<file path="src/rtl/alu_div_unit_pkg.sv">
// Shared encodings for the integer divide unit: request opcodes and FSM states.
// Also imported by the decoder and the shift/multiply units, so keep encodings stable.
package alu_div_unit_pkg;

    typedef enum logic [1:0] {
        OP_DIV  = 2'b00,
        OP_DIVU = 2'b01,
        OP_REM  = 2'b10,
        OP_REMU = 2'b11
    } div_op_e;

    typedef enum logic [1:0] {
        ST_IDLE = 2'b00,
        ST_CALC = 2'b01,
        ST_DONE = 2'b10
    } div_state_e;

    function automatic logic is_signed_op(input div_op_e op);
        return (op == OP_DIV) || (op == OP_REM);
    endfunction

    function automatic logic is_rem_op(input div_op_e op);
        return (op == OP_REM) || (op == OP_REMU);
    endfunction

endpackage

</file>
<file path="src/rtl/alu_div_step.sv">
// One restoring-division iteration: shift the next dividend bit into the
// partial remainder and subtract the divisor when it fits.
module alu_div_step #(
    parameter int N = 32
) (
    input  logic [N:0]   rem_in,
    input  logic         dividend_bit,
    input  logic [N-1:0] divisor,
    output logic [N:0]   rem_out,
    output logic         q_bit
);

    logic [N:0] shifted;

    // A set top bit means the true shifted value exceeds any N-bit divisor.
    always_comb begin
        shifted = {rem_in[N-1:0], dividend_bit};
        q_bit   = rem_in[N] | (shifted >= {1'b0, divisor});
        rem_out = q_bit ? (shifted - {1'b0, divisor}) : shifted;
    end

endmodule

</file>
<file path="src/rtl/alu_div_unit.sv">
// Multi-cycle integer divider (DIV/DIVU/REM/REMU), one quotient bit per cycle.
// Define DIV_EARLY_OUT_EN to finish divide-by-zero and signed overflow in one CALC cycle.
module alu_div_unit
    import alu_div_unit_pkg::*;
#(
    parameter int N = 32,
    parameter int C = 5
) (
    input  logic         clk,
    input  logic         rst_n,
    input  logic         flush,
    input  logic         req_valid,
    output logic         req_ready,
    input  logic [1:0]   req_op,
    input  logic [N-1:0] dividend,
    input  logic [N-1:0] divisor,
    output logic         res_valid,
    input  logic         res_ready,
    output logic [N-1:0] result,
    output logic         busy
);

    div_state_e   state_q, state_d;
    logic [C-1:0] cnt_q, cnt_d;
    div_op_e      op_q, op_d;
    logic         neg_quo_q, neg_quo_d;
    logic         neg_rem_q, neg_rem_d;
    logic [N-1:0] quo_q, quo_d;
    logic [N-1:0] dvs_q, dvs_d;
    logic [N:0]   rem_q, rem_d;

    logic         req_signed;
    logic         dvd_neg, dvs_neg, dvs_zero, accept;
    logic [N-1:0] dvd_mag, dvs_mag;
    logic [N:0]   step_rem;
    logic         step_q;
    logic [N-1:0] raw_res;
    logic         raw_neg;

`ifdef DIV_EARLY_OUT_EN
    logic         early_q, early_d;
    logic         req_ovf;
`endif

    always_comb begin
        req_signed = is_signed_op(div_op_e'(req_op));
        dvd_neg    = req_signed & dividend[N-1];
        dvs_neg    = req_signed & divisor[N-1];
        dvs_zero   = (divisor == '0);
        dvd_mag    = dvd_neg ? (~dividend + N'(1)) : dividend;
        dvs_mag    = dvs_neg ? (~divisor + N'(1)) : divisor;
        accept     = req_valid & req_ready & ~flush;
`ifdef DIV_EARLY_OUT_EN
        req_ovf    = req_signed & (dividend == {1'b1, {(N-1){1'b0}}}) & (divisor == '1);
`endif
    end

    alu_div_step #(.N(N)) u_step (
        .rem_in       (rem_q),
        .dividend_bit (quo_q[N-1]),
        .divisor      (dvs_q),
        .rem_out      (step_rem),
        .q_bit        (step_q)
    );

    // quo_q starts as the dividend magnitude and fills with quotient bits as it shifts out.
    always_comb begin
        state_d   = state_q;
        cnt_d     = cnt_q;
        op_d      = op_q;
        neg_quo_d = neg_quo_q;
        neg_rem_d = neg_rem_q;
        quo_d     = quo_q;
        dvs_d     = dvs_q;
        rem_d     = rem_q;
`ifdef DIV_EARLY_OUT_EN
        early_d   = early_q;
`endif

        case (state_q)
            ST_IDLE: begin
                if (accept) begin
                    op_d      = div_op_e'(req_op);
                    neg_quo_d = (dvd_neg ^ dvs_neg) & ~dvs_zero;
                    neg_rem_d = dvd_neg;
                    quo_d     = dvd_mag;
                    dvs_d     = dvs_mag;
                    rem_d     = '0;
                    cnt_d     = '0;
                    state_d   = ST_CALC;
`ifdef DIV_EARLY_OUT_EN
                    early_d   = dvs_zero | req_ovf;
`endif
                end
            end
            ST_CALC: begin
                quo_d = {quo_q[N-2:0], step_q};
                rem_d = step_rem;
                cnt_d = cnt_q + C'(1);
                if (cnt_q == C'(N-1)) begin
                    state_d = ST_DONE;
                end
`ifdef DIV_EARLY_OUT_EN
                // Overflow keeps the dividend magnitude as quotient; zero divisor returns it as remainder.
                if (early_q) begin
                    quo_d   = (dvs_q == '0) ? '1 : quo_q;
                    rem_d   = (dvs_q == '0) ? {1'b0, quo_q} : '0;
                    state_d = ST_DONE;
                end
`endif
            end
            ST_DONE: begin
                if (res_ready) begin
                    state_d = ST_IDLE;
                end
            end
            default: state_d = ST_IDLE;
        endcase

        if (flush) begin
            state_d = ST_IDLE;
        end
    end

    always_ff @(posedge clk or negedge rst_n) begin
        if (!rst_n) begin
            state_q   <= ST_IDLE;
            cnt_q     <= '0;
            op_q      <= OP_DIV;
            neg_quo_q <= 1'b0;
            neg_rem_q <= 1'b0;
            quo_q     <= '0;
            dvs_q     <= '0;
            rem_q     <= '0;
`ifdef DIV_EARLY_OUT_EN
            early_q   <= 1'b0;
`endif
        end else begin
            state_q   <= state_d;
            cnt_q     <= cnt_d;
            op_q      <= op_d;
            neg_quo_q <= neg_quo_d;
            neg_rem_q <= neg_rem_d;
            quo_q     <= quo_d;
            dvs_q     <= dvs_d;
            rem_q     <= rem_d;
`ifdef DIV_EARLY_OUT_EN
            early_q   <= early_d;
`endif
        end
    end

    always_comb begin
        req_ready = (state_q == ST_IDLE);
        res_valid = (state_q == ST_DONE);
        busy      = (state_q != ST_IDLE);
        raw_res   = is_rem_op(op_q) ? rem_q[N-1:0] : quo_q;
        raw_neg   = is_rem_op(op_q) ? neg_rem_q : neg_quo_q;
        result    = '0;
        if (res_valid) begin
            result = raw_neg ? (~raw_res + N'(1)) : raw_res;
        end
    end

endmodule

</file>
<file path="config.mk">
export PLATFORM = sky130hd
export DESIGN_NAME = alu_div_unit
export DESIGN_NICKNAME = d
export VERILOG_FILES = /design/src/rtl/alu_div_unit_pkg.sv /design/src/rtl/alu_div_step.sv /design/src/rtl/alu_div_unit.sv
export SDC_FILE = /design/constraint.sdc
export NUM_CORES = 1
export LEC_CHECK = 0
export BUFFER_PORTS_ARGS = -buffer_cell sky130_fd_sc_hd__clkbuf_2
export CORE_ASPECT_RATIO = 1.25
export CORE_MARGIN = 2
export CORE_UTILIZATION = 60
export CTS_CLUSTER_SIZE = 40
export DETAILED_ROUTE_END_ITERATION = 10
export PLACE_DENSITY_LB_ADDON = 0.08
export SLEW_MARGIN = 20
export SYNTH_ARGS = -nofsm -noshare
export SYNTH_HDL_FRONTEND = slang
export SYNTH_SLANG_ARGS = --single-unit
</file>
<file path="constraint.sdc">
create_clock -name clk -period 9.3 [get_ports clk]
set_input_delay 1.86 -clock clk [delete_from_list [all_inputs] [get_ports clk]]
set_output_delay 1.86 -clock clk [all_outputs]
set_load 0.02 [all_outputs]
</file>
After elaboration in Yosys (flattened, before gate mapping)
Cells that the tools add are included.
Widths: inputs -> output; s select.

operators by class
  add/sub/neg operators = 5
  order comparisons = 1
  eq/ne operators = 10
  multiplexer cells = 18
  reduce and logical (&&, ||, !) cells = 10
  bitwise gates (word level) = 12

operator list
  operator               number
  $mux 32                6
  $add 32x1->32 const B  3
  $not 32->32            3
  $mux 33                2
  $pmux 33 s2            1
  $pmux 32 s2            1
  $ge 33x32->1           1
  $sub 33x32->33         1
  $logic_not 32->1       1
  $pmux 5 s2             1
  $eq 2x2->1 const B     4
  $mux 2                 4
  $ne 3x2->1 const B     2
  $pmux 2 s3             1
  $add 5x1->5 const B    1
  $and 1x1->1            5
  $eq 5x5->1 const B     1
  $mux 5                 1
  $logic_not 2->1        2
  $reduce_and 2->1       2
  $reduce_bool 2->1      2
  $ne 3x3->1 const B     1
  $reduce_and 3->1       1
  $eq 2x1->1 const B     1
  other kinds (6)        8

word-level totals
  output and inout port bits = 35
  register bits = 108

Longest topological paths before layout
Gate-level depths: netlist of the first run.

  word-level depth = 7
  mapped depth = 16
  gate-level depth less buffers = 12

By module
A second synthesis of the first run with hierarchy kept.

second synthesis, totals
  cells, all modules = 1,236
  area total of the unflattened synthesis = 9,620.5 um2

by module, submodules not included
  module        cells an instance  times used  area each (um2)  seq. area each (um2)
  alu_div_unit  896                1           7,359.6          2,677.6
  alu_div_step  340                1           2,260.9          0.0

Worst setup path before layout of the first run
OpenSTA, ideal clock, no wires.

  path type = register to output
  from = register op_q[1]
  to = output port result[22]
  cell stages (with the launch flop) = 15
  path slack = 3,885 ps
  arrival time = 3,555 ps
  path through = dfrtp_1 -> buf_6 -> buf_8 -> buf_2 -> buf_2 -> buf_2 -> buf_2 -> mux2i_1 -> ha_1 -> o2111ai_2 -> or3_4 -> nor3_4 -> nand3_2 -> and3_1 -> nor3_1

between the ends
  word-level cells in the longest chain between the ends = 7
  elaborated cells between the ends (all ways) = 9
  classes of those cells = 1 x add/sub; 2 x eq/ne; 4 x mux; 1 x bitwise; 1 x reduce/logical

ends and longest elaborated chain
  what                      line                    source
  start: declaration        alu_div_unit.sv:25      div_op_e op_q, op_d;
  start signal: assignment  alu_div_unit.sv:141     op_q <= op_d;
  $eq 2x2->1                alu_div_unit_pkg.sv:23  return (op == OP_REM) || (op == OP_REMU);
  $logic_or 1x1->1 (*)      alu_div_unit_pkg.sv:23
  $mux 32                   alu_div_unit.sv:157     raw_res = is_rem_op(op_q) ? rem_q[N-1:0] : quo_q;
  $not 32->32               alu_div_unit.sv:161     result = raw_neg ? (~raw_res + N'(1)) : raw_res;
  $add 32x1->32             alu_div_unit.sv:161
  $mux 32 (*)               alu_div_unit.sv:161
  $mux 32 (*)               alu_div_unit.sv:160     if (res_valid) begin
  end: declaration          alu_div_unit.sv:19      output logic [N-1:0] result,

Mark *: on every way between the ends. The rest lies on a longest branch, timed or not.

Final worst setup path of the first run
  from = register op_q[1]
  to = output port result[31]

The elaborated chain is that of the path after synthesis.

==> results.json, run 1 <==
{
  "status": "finished, final reports clean",
  "cts-resized-gates": 0,
  "grt_usage_pct": 27.97,
  "gr-total-overflow": 0,
  "synth.avg_cell_area_um2": 8.041,
  "nets": 1250,
  "hpwl_um": 15770,
  "finalCritPeriodShare_pct": 60.13,
  "irDropWorstVdd_mv": 0.1707,
  "grt_pass1_vias": 7518,
  "clock_latency_ps": 360,
  "crit_type": "register to primary output",
  "postCtsHoldBufs": 0,
  "core_um2": 14220,
  "netlist.area_leader.share_pct": 30.97,
  "clkTransAtPathRegs_ps": 70,
  "setup-tns-final_ps": 0,
  "cp-end-kind": "primary output",
  "period_minus_slack_ps": 5592,
  "gp_congestion": 0.8993,
  "ys_ff_latch": 107,
  "firstDrtPassIters": 6,
  "wl_um": 21220,
  "setup_viol": 0,
  "report.final.slew_viol_count": 0,
  "p_total_uw": 2606,
  "grt_max_degree": 104,
  "ant_nets": 0,
  "required_ps": 7440,
  "drive_above_1_share_pct": 13.79,
  "p_leak_uw": 0.004245,
  "dpl_worst_slack_ps": 4152,
  "path_max_fanout": 64,
  "final_common_cell": "dfrtp_1",
  "fin_ws_ps": 3708,
  "clock_path_buffers": 2,
  "die_w_um": 111.4,
  "tightest_slew_ps": 1029,
  "antenna_found_initial": 0,
  "maxCapViolCount": 0,
  "dieArea_um2": 15390,
  "arrival_ps": 3730,
  "final_cell_mix": "106 x dfrtp_1, 104 x o21ai_0, 104 x clkbuf_2, 103 x nand2_1, 93 x nor2_1",
  "boundaryPins": 106,
  "htree_levels": 3,
  "grt_first_pass_wirelength_um": 35910,
  "synth_seq_area_share_pct": 30.97,
  "clockRootBuffer": "clkbuf_16",
  "async_flop_share_pct": 100.0,
  "yosysWarnings": 0,
  "clkSinkCount": 107,
  "synth_ff_type": "dfrtp_1",
  "postLayoutCoreUtil_pct": 66.85,
  "hold_viol_final": 0,
  "post-cts-setup-buffers": 0,
  "start_util_pct": 60.78,
  "start_kind": "register",
  "holdCritPathClass": "register to register",
  "n_antenna_cell": 0,
  "syn-instance-count": 1075,
  "num_rows": 49,
  "holdWs_ps": 475.5,
  "ys_top_cells_by_area": "dfrtp_1 31%, o21ai_0 6.0%, xnor2_1 5.9%",
  "area_growth_pct": 9.987,
  "synth.cell_area_um2": 8645,
  "fmax_mhz": 178.8,
  "wl_per_cell_um": 16.03,
  "yosysTopAreaCell": "dfrtp_1",
  "yosysUniqueCellTypes": 68,
  "initialDrtViolationCount": 433,
  "port_buffers": 105,
  "relSlewSlack_pct": 31.27,
  "drc": 0,
  "cts_tree": "built",
  "vias_per_cell": 5.909,
  "synth_edf_count": 0,
  "dr_total_vias": 7823,
  "fin_skew_ps": 8.023,
  "powerDensity_nw_per_um2": 274.1,
  "fp.dieH_um": 138.2,
  "rsz0062_at_grt": "false",
  "cts_buffers": 9,
  "synth_nets": 1184
}
-- cells in the mapped netlist, types with 3 or more instances --
cell type,n
mux2i_1,29
nand3_1,17
a211oi_1,5
o41ai_1,4
xor2_1,56
ha_1,37
and2_1,4
o21bai_1,3
nand3b_1,5
a31oi_1,10
or3_1,3
or4_1,3
o31ai_1,13
nor2b_1,11
a32oi_1,10
and3_1,10
xnor2_1,58
nor2_1,94
o21ai_1,41
buf_2,9
mux2_2,6
nand2b_1,9
inv_1,47
a22oi_1,29
o21ai_0,104
nor3_1,34
clkbuf_1,43
o211ai_1,3
nand4_1,7
nor3b_1,3
nor3b_2,3
mux2i_2,3
a21oi_1,81
a21o_1,20
nor4_1,9
nand2_1,103
dfrtp_1,107
o21a_1,4
a31o_2,3
-- stage by stage --
step	cell area, µm²	std cells
after floorplan	8645	1075
after global placement	9210	1308
after detailed placement	9210	1308
after global routing	9508	1324
after CTS	9499	1324
final	9508	1324
-- flip-flops by register name (all words and copies together) (netlist names) --
register,flops
rem_q,33
dvs_q,32
quo_q,32
cnt_q,5
state_q,2
neg_quo_q,1
neg_rem_q,1
op_q,1
-- metal layers --
layer	vias up	wire length [µm]	share of wire (%)	global-route usage, %
met4	0	425	2.0	9.552
met2	236	9879	47	45.76
met3	25	1063	5.0	2.192
met5	-	0	0	0
li1	3961	-	-	-
met1	3601	9851	46	39.48
-- worst max-delay path, cell delays in order, from the launching register on --
cell,delay (ps)
dfrtp_2,340
buf_4,600
nor3b_2,360
o211ai_1,190
nor4_1,600
nor3b_1,310
and2_1,210
nand2b_2,120
o21ai_1,190
xnor2_1,90
nor2_1,140
clkbuf_2,200
-- where the power goes --
part	leakage (µW)	internal (µW)	switching [µW]
sequential	0.00135	597	175
combinational	0.00276	623	824
clock	0.000141	216	170
-- logic make-up (layout without fill, tap and decap cells) --
group / count (synthesis) / after routing / synth area share (%)
mux: 38 / 38 / 4.617
buf+inv: 104 / 175 / 4.993
xor+xnor: 114 / 114 / 11.55
compound gates: 348 / 348 / 24.30
flops: 107 / 107 / 30.97
simple gates: 326 / 326 / 17.98
fa+ha+maj: 38 / 38 / 5.587
-- final timing paths --
kind	from	end	slack, ps	cells after the start
setup reg to reg	rem_q[7]	rem_q[30]	5770	9
hold / removal	dvs_q[30]	dvs_q[30]	480	2
hold reg to reg	dvs_q[30]	dvs_q[30]	480	2
setup / recovery	op_q[1]	result[31]	3710	11
max in group asynchronous	rst_n	dvs_q[29]	6620	2
min in group asynchronous	rst_n	quo_q[5]	1410	1
-- layout make-up --
type	count	area (µm²)
clock buffers	14	254.0
repair buffers	112	580.6
multi-input cells	864	5560
inverters	47	176.4
flip-flops and latches	107	2679
clock inverters	2	35.03
fillers	1265	4716
well taps	178	222.7
(Power assumes the default switching activity.)
==> run 2: changes to the inputs <==
--- a/config.mk
+++ b/config.mk
@@ -5,6 +5,7 @@
 export SDC_FILE = /design/constraint.sdc
 export NUM_CORES = 1
 export LEC_CHECK = 0
+export ABC_AREA = 1
 export BUFFER_PORTS_ARGS = -buffer_cell sky130_fd_sc_hd__clkbuf_2
 export CORE_ASPECT_RATIO = 1.25
 export CORE_MARGIN = 2
==> constraint.sdc (replaced) <==
create_clock -name clk -period 5.55 [get_ports clk]
set_input_delay 1.11 -clock clk [delete_from_list [all_inputs] [get_ports clk]]
set_output_delay 1.11 -clock clk [all_outputs]
set_load 0.02 [all_outputs]
==> run 2 against run 1 <==
  * Combinational power rose to 2.5 times the previous value
  * Worst setup slack got worse by 2500 ps
  * Utilization barely moved
  * Sequential share of layout area fell by 5.3 points
  * Routed wire length rose by 67%
  * Synthesized area rose by 25%
  * Worst hold slack improved by 8.6 ps
  * Largest cell class unchanged
  * Largest power group unchanged
==> results.json, run 2 <==
{
  "status": "finished, final reports clean",
  "final_cell_mix": "639 x nand2_1, 290 x inv_1, 164 x nor2_1, 163 x nand3_1, 106 x dfrtp_1",
  "firstDrtPassIters": 6,
  "post-cts-setup-buffers": 0,
  "largest_reg_flops": 33,
  "area_growth_pct": 8.503,
  "holdCritPathClass": "register to register",
  "tightest_slew_ps": 1084,
  "whs_endpoint": "cnt_q[3]",
  "synth_ff_type": "dfrtp_1",
  "dieArea_um2": 19120,
  "wl_um": 35430,
  "hpwl_um": 28140,
  "clkSinkCount": 107,
  "setup-tns-final_ps": 0,
  "nets": 2013,
  "yosysMostFrequentCell": "nand2_1",
  "clock_path_buffers": 2,
  "start_util_pct": 61.57,
  "relSlewSlack_pct": 27.71,
  "maxCapViolCount": 0,
  "vias_per_cell": 5.628,
  "cts_tree": "built",
  "port_buffers": 105,
  "clkTransAtPathRegs_ps": 80,
  "holdWs_ps": 484.1,
  "htree_levels": 3,
  "worstHoldStart": "cnt_q[3]",
  "synth_edf_count": 0,
  "finalCritPeriodShare_pct": 78.58,
  "path_max_fanout": 50,
  "fin_skew_ps": 11.14,
  "arrival_ps": 3250,
  "ant_nets": 0,
  "initialDrtViolationCount": 969,
  "period_minus_slack_ps": 4361,
  "hold_viol_final": 0,
  "clockRootBuffer": "clkbuf_16",
  "gp_congestion": 0.9986,
  "irDropWorstVdd_mv": 0.2218,
  "boundaryPins": 106,
  "final_common_cell": "nand2_1",
  "min_path_cells": 1,
  "gr-total-overflow": 0,
  "crit_type": "register to primary output",
  "syn-instance-count": 1832,
  "cts-resized-gates": 0,
  "synth.avg_cell_area_um2": 5.904,
  "synth_seq_area_share_pct": 24.76,
  "r2r_start": "rem_q[2]",
  "core_um2": 17570,
  "yosysTopAreaCell": "dfrtp_1",
  "synth.cell_area_um2": 10820,
  "grt_max_degree": 59,
  "fp.dieH_um": 154.1,
  "yosysWarnings": 0,
  "netlist.area_leader.share_pct": 24.76,
  "grt_usage_pct": 38.29,
  "fmax_mhz": 229.3,
  "synth_common_cells": "640 x nand2_1, 290 x inv_1, 166 x nor2_1",
  "antenna_found_initial": 0,
  "grt_pass1_vias": 11450,
  "dr_total_vias": 12000,
  "drc": 0,
  "die_w_um": 124.1,
  "ys_top_cells_by_area": "dfrtp_1 25%, nand2_1 22%, inv_1 10%",
  "ys_ff_latch": 107,
  "powerDensity_nw_per_um2": 480.5,
  "async_flop_share_pct": 100.0,
  "top_regs": "rem_q: 33 flops, dvs_q: 32 flops, quo_q: 32 flops",
  "rsz0062_at_grt": "false",
  "postCtsHoldBufs": 0,
  "largest_register": "rem_q",
  "num_rows": 54,
  "report.final.slew_viol_count": 0,
  "setup_viol": 0,
  "grt_first_pass_wirelength_um": 57240,
  "required_ps": 4440,
  "rrSetupSlack_ps": 2180,
  "synth_nets": 1941,
  "cp-end-kind": "primary output",
  "rr_worst_depth": 13,
  "yosysUniqueCellTypes": 43,
  "clock_latency_ps": 360,
  "r2r_end": "rem_q[32]",
  "wl_per_cell_um": 16.61,
  "p_leak_uw": 0.006315,
  "start_kind": "register",
  "n_antenna_cell": 0,
  "drive_above_1_share_pct": 10.53,
  "postLayoutCoreUtil_pct": 66.80,
  "cts_buffers": 9
}
## run 2: cell count changes after synthesis, moves of 22 or more
cell | previous run | this run
nand2_1 | 103 | 640
inv_1 | 47 | 290
nand3_1 | 17 | 163
nor2_1 | 94 | 166
o21ai_0 | 104 | 57
xnor2_1 | 58 | 23
xor2_1 | 56 | 21
mux2i_1 | 29 | 0
a22oi_1 | 29 | 1
o21ai_1 | 41 | 15
a21oi_1 | 81 | 57
o21ai_2 | 0 | 24
nand4_1 | 7 | 29
## run 2: per-layer routing
layer  wire length, µm  GRT usage, %
met3              2451         5.712
met2             17200         64.45
met5                 0             0
met4              1951         20.22
met1             13830         46.54
## run 2: how the worst max path moves through the flow
stage,from,to,slack (ps),depth (start not counted)
floorplan,op_q[1],result[22],2470,14
global placement,op_q[1],result[30],1690,12
detailed placement,op_q[1],result[30],1660,12
CTS,op_q[1],result[30],1250,12
global route,op_q[1],result[30],910,12
finish,op_q[1],result[30],1190,12
## run 2: final cells by class
cell class	instances	area, µm²
repair buffers	117	618.1
clock buffers	9	225.2
clock inverters	7	102.6
inverters	297	1115
multi-input cells	1372	6715
fillers	1708	5832
flip-flops and latches	107	2679
well taps	224	280.3
## run 2: metrics by stage
step                power (µW)  cell area [µm²]  setup WS [ps]  std cells
finish                    5638            11740           1189       2133
global route              6170            11740          914.7       2133
CTS                       5553            11740           1254       2133
detailed placement        4820            11410           1657       2117
global placement          4763            11410           1689       2117
floorplan                 3909            10820           2466       1832
## run 2: logic make-up (layout without fill, tap and decap cells)
family                   Yosys count  after routing  share of synthesized area, %
XOR/XNOR                          44             44                         3.563
AO/OA/AOI/OAI                    205            205                         11.71
adder cells (fa/ha/maj)           38             38                         4.465
flip-flops                       107            107                         24.76
buffers and inverters            353            430                         13.22
AND/OR/NAND/NOR                 1085           1085                         42.28
## run 2: critical path, stage by stage, from the launching register on
cell and delay, ps:
dfrtp_2 1090, buf_4 400, nand2_1 90, o21ai_1 260, nand2_1 100, nor2_1 110
nand2_1 60, nor2_1 170, nand3_1 100, nand2_1 70, nand2_1 40, a21oi_1 170
clkbuf_2 200
## run 2: power breakdown
group          internal (µW)  switching (µW)  total (µW)
clock                    367             337         704
sequential              1030             266        1290
combinational           1190            2450        3640
==> run 3: changes to the inputs <==
--- a/config.mk
+++ b/config.mk
@@ -9,7 +9,7 @@
 export BUFFER_PORTS_ARGS = -buffer_cell sky130_fd_sc_hd__clkbuf_2
 export CORE_ASPECT_RATIO = 1.25
 export CORE_MARGIN = 2
-export CORE_UTILIZATION = 60
+export CORE_UTILIZATION = 56
 export CTS_CLUSTER_SIZE = 40
 export DETAILED_ROUTE_END_ITERATION = 10
 export PLACE_DENSITY_LB_ADDON = 0.08
==> constraint.sdc (replaced) <==
create_clock -name clk -period 3.6 [get_ports clk]
set_input_delay 0.72 -clock clk [delete_from_list [all_inputs] [get_ports clk]]
set_output_delay 0.72 -clock clk [all_outputs]
set_load 0.02 [all_outputs]
==> run 3 against run 2 <==
  * Clock-buffer cell count unchanged
  * Design area increased by 0.93%
  * Critical path type unchanged
  * Largest cell class unchanged
  * Utilization decreased by 4.0 points
  * First-iteration DRC count increased by 0.41%
  * Via count decreased by 1.5%
  * Register-to-register slack got worse by 1400 ps
==> results.json, run 3 (synthesized netlist as in run 2, its figures left out) <==
{
  "wl_um": 35000,
  "num_rows": 56,
  "report.final.slew_viol_count": 0,
  "gp_congestion": 1.023,
  "fmax_mhz": 288.1,
  "rsz0062_at_grt": "false",
  "p_sw_share_pct": 54.14,
  "postLayoutCoreUtil_pct": 62.84,
  "top_regs": "rem_q: 33 flops, dvs_q: 32 flops, quo_q: 32 flops",
  "die_w_um": 128.3,
  "powerDensity_nw_per_um2": 726.2,
  "hpwl_um": 27960,
  "clock_path_buffers": 2,
  "gr-total-overflow": 0,
  "slowest_stage": "dfrtp_4",
  "crit_family": "compound AO/OA/AOI/OAI gates",
  "grt_first_pass_wirelength_um": 55850,
  "slowest_delay_ps": 560,
  "placed_cells_incl_taps": 2134,
  "seqCellArea_um2": 2681,
  "period_minus_slack_ps": 3471,
  "p_total_uw": 8601,
  "crit_chain": "buf_12 -> o21ai_2 -> ha_1 -> nand3_2 -> nor2_4 -> nand2_1 -> o21ai_1 -> o21ai_0 -> a21oi_1 -> clkbuf_2",
  "largest_reg_flops": 33,
  "status": "finished, final reports clean",
  "nets": 2025,
  "grt_max_degree": 60,
  "postCtsHoldBufs": 0,
  "setup-tns-final_ps": 0,
  "grt_pass1_vias": 11110,
  "area_growth_pct": 9.510,
  "ant_nets": 0,
  "start_kind": "register",
  "r2r_start": "dvs_q[25]",
  "startpoint": "op_q[1]",
  "dr_total_vias": 11820,
  "start_util_pct": 57.38,
  "clock_latency_ps": 370,
  "clkSinkCount": 107,
  "combPwrFrac_pct": 65.4,
  "setup_viol": 0,
  "drc": 0,
  "maxCapViolCount": 0,
  "hold_viol_final": 0,
  "fp.dieH_um": 159.4,
  "p_clk_share_pct": 11.9,
  "clkTransAtPathRegs_ps": 90,
  "port_buffers": 105,
  "path_max_fanout": 9,
  "p_int_uw": 3945,
  "grt_usage_pct": 34.43,
  "tightest_slew_ps": 757.7,
  "cp.buffers_inverters": 2,
  "holdWs_ps": 393.2,
  "clockRootBuffer": "clkbuf_16",
  "finalCritPeriodShare_pct": 96.42,
  "irDropWorstVdd_mv": 0.3298,
  "cts_tree": "built",
  "drive_above_1_share_pct": 11.09,
  "final_common_cell": "nand2_1",
  "multiInputGateArea_um2": 6715,
  "p_leak_uw": 0.006364,
  "largest_register": "rem_q",
  "fin_skew_ps": 14.88,
  "cts_buffers": 9,
  "cp-end-kind": "primary output",
  "holdCritPathClass": "input port to asynchronous set/reset pin",
  "arrival_ps": 2750,
  "htree_levels": 3,
  "switching_power_uw": 4656,
  "initialDrtViolationCount": 973,
  "crit_type": "register to primary output",
  "n_antenna_cell": 0,
  "dieArea_um2": 20450,
  "final_cell_mix": "639 x nand2_1, 290 x inv_1, 164 x nor2_1, 163 x nand3_1, 106 x dfrtp_1",
  "core_um2": 18850,
  "pwr-share-seq_pct": 22.7,
  "wl_per_cell_um": 16.25,
  "firstDrtPassIters": 5,
  "instances_no_fill": 2153,
  "vias_per_cell": 5.491,
  "required_ps": 2880,
  "n_fill_cell": 1938,
  "boundaryPins": 106,
  "relSlewSlack_pct": 49.49,
  "antenna_found_initial": 0
}
run 3: cell types whose count changed in the layout (fill, tap and decap cells not counted):
cell	delta
buf_12	+3
clkinvlp_4	+2
clkinv_8	-1
dfrtp_2	-1
dfrtp_4	+1
inv_6	-1
clkinv_4	+1
bufinv_16	-1
buf_4	+9
run 3: power by group through the flow:
stage / combinational (µW) / clock (µW) / sequential, µW
final: 5630 / 1020 / 1950
after global routing: 6330 / 1060 / 1990
after CTS: 5530 / 1020 / 1940
after detailed placement: 5500 / 0 / 1960
after global placement: 5450 / 0 / 1950
after floorplan: 4210 / 0 / 1820
run 3: worst paths after layout:
check	endpoint	slack (ps)	cells past startpoint
worst max-delay path	result[12]	130	10
worst min-delay path	quo_q[2]	390	1
worst max register to register	rem_q[32]	770	12
worst min register to register	cnt_q[3]	480	1
max in group asynchronous	rem_q[19]	2330	2
min in group clk	cnt_q[3]	480	1
run 3: layout make-up:
class	instances	area share (%)
multi-input combinational	1372	56.70
sequential	107	22.64
inverter	297	9.413
timing repair buffer	129	6.296
tap	232	2.451
clock buffer	9	1.902
clock inverter	7	0.6022
run 3: per-layer routing:
layer  share of wire, %  GRT usage, %  routed length [µm]
met3                6.0         5.242                2106
met4                3.3         12.44                1151
met1                 41         41.61               14240
met2                 50         61.32               17500
met5                  0             0                   0
run 3: timing repair:
action	4_1_cts	5_1_grt
setup buffers	0	3
gates resized for setup	0	1
endpoints found under the setup margin	0	9
run 3: through the flow:
step / area, µm² / setup slack (ps)
CTS: 11790 / 113.8
floorplan: 10820 / 905.6
finish: 11840 / 128.8
detailed placement: 11500 / 539.8
global placement: 11500 / 565.9
global route: 11840 / 5.944
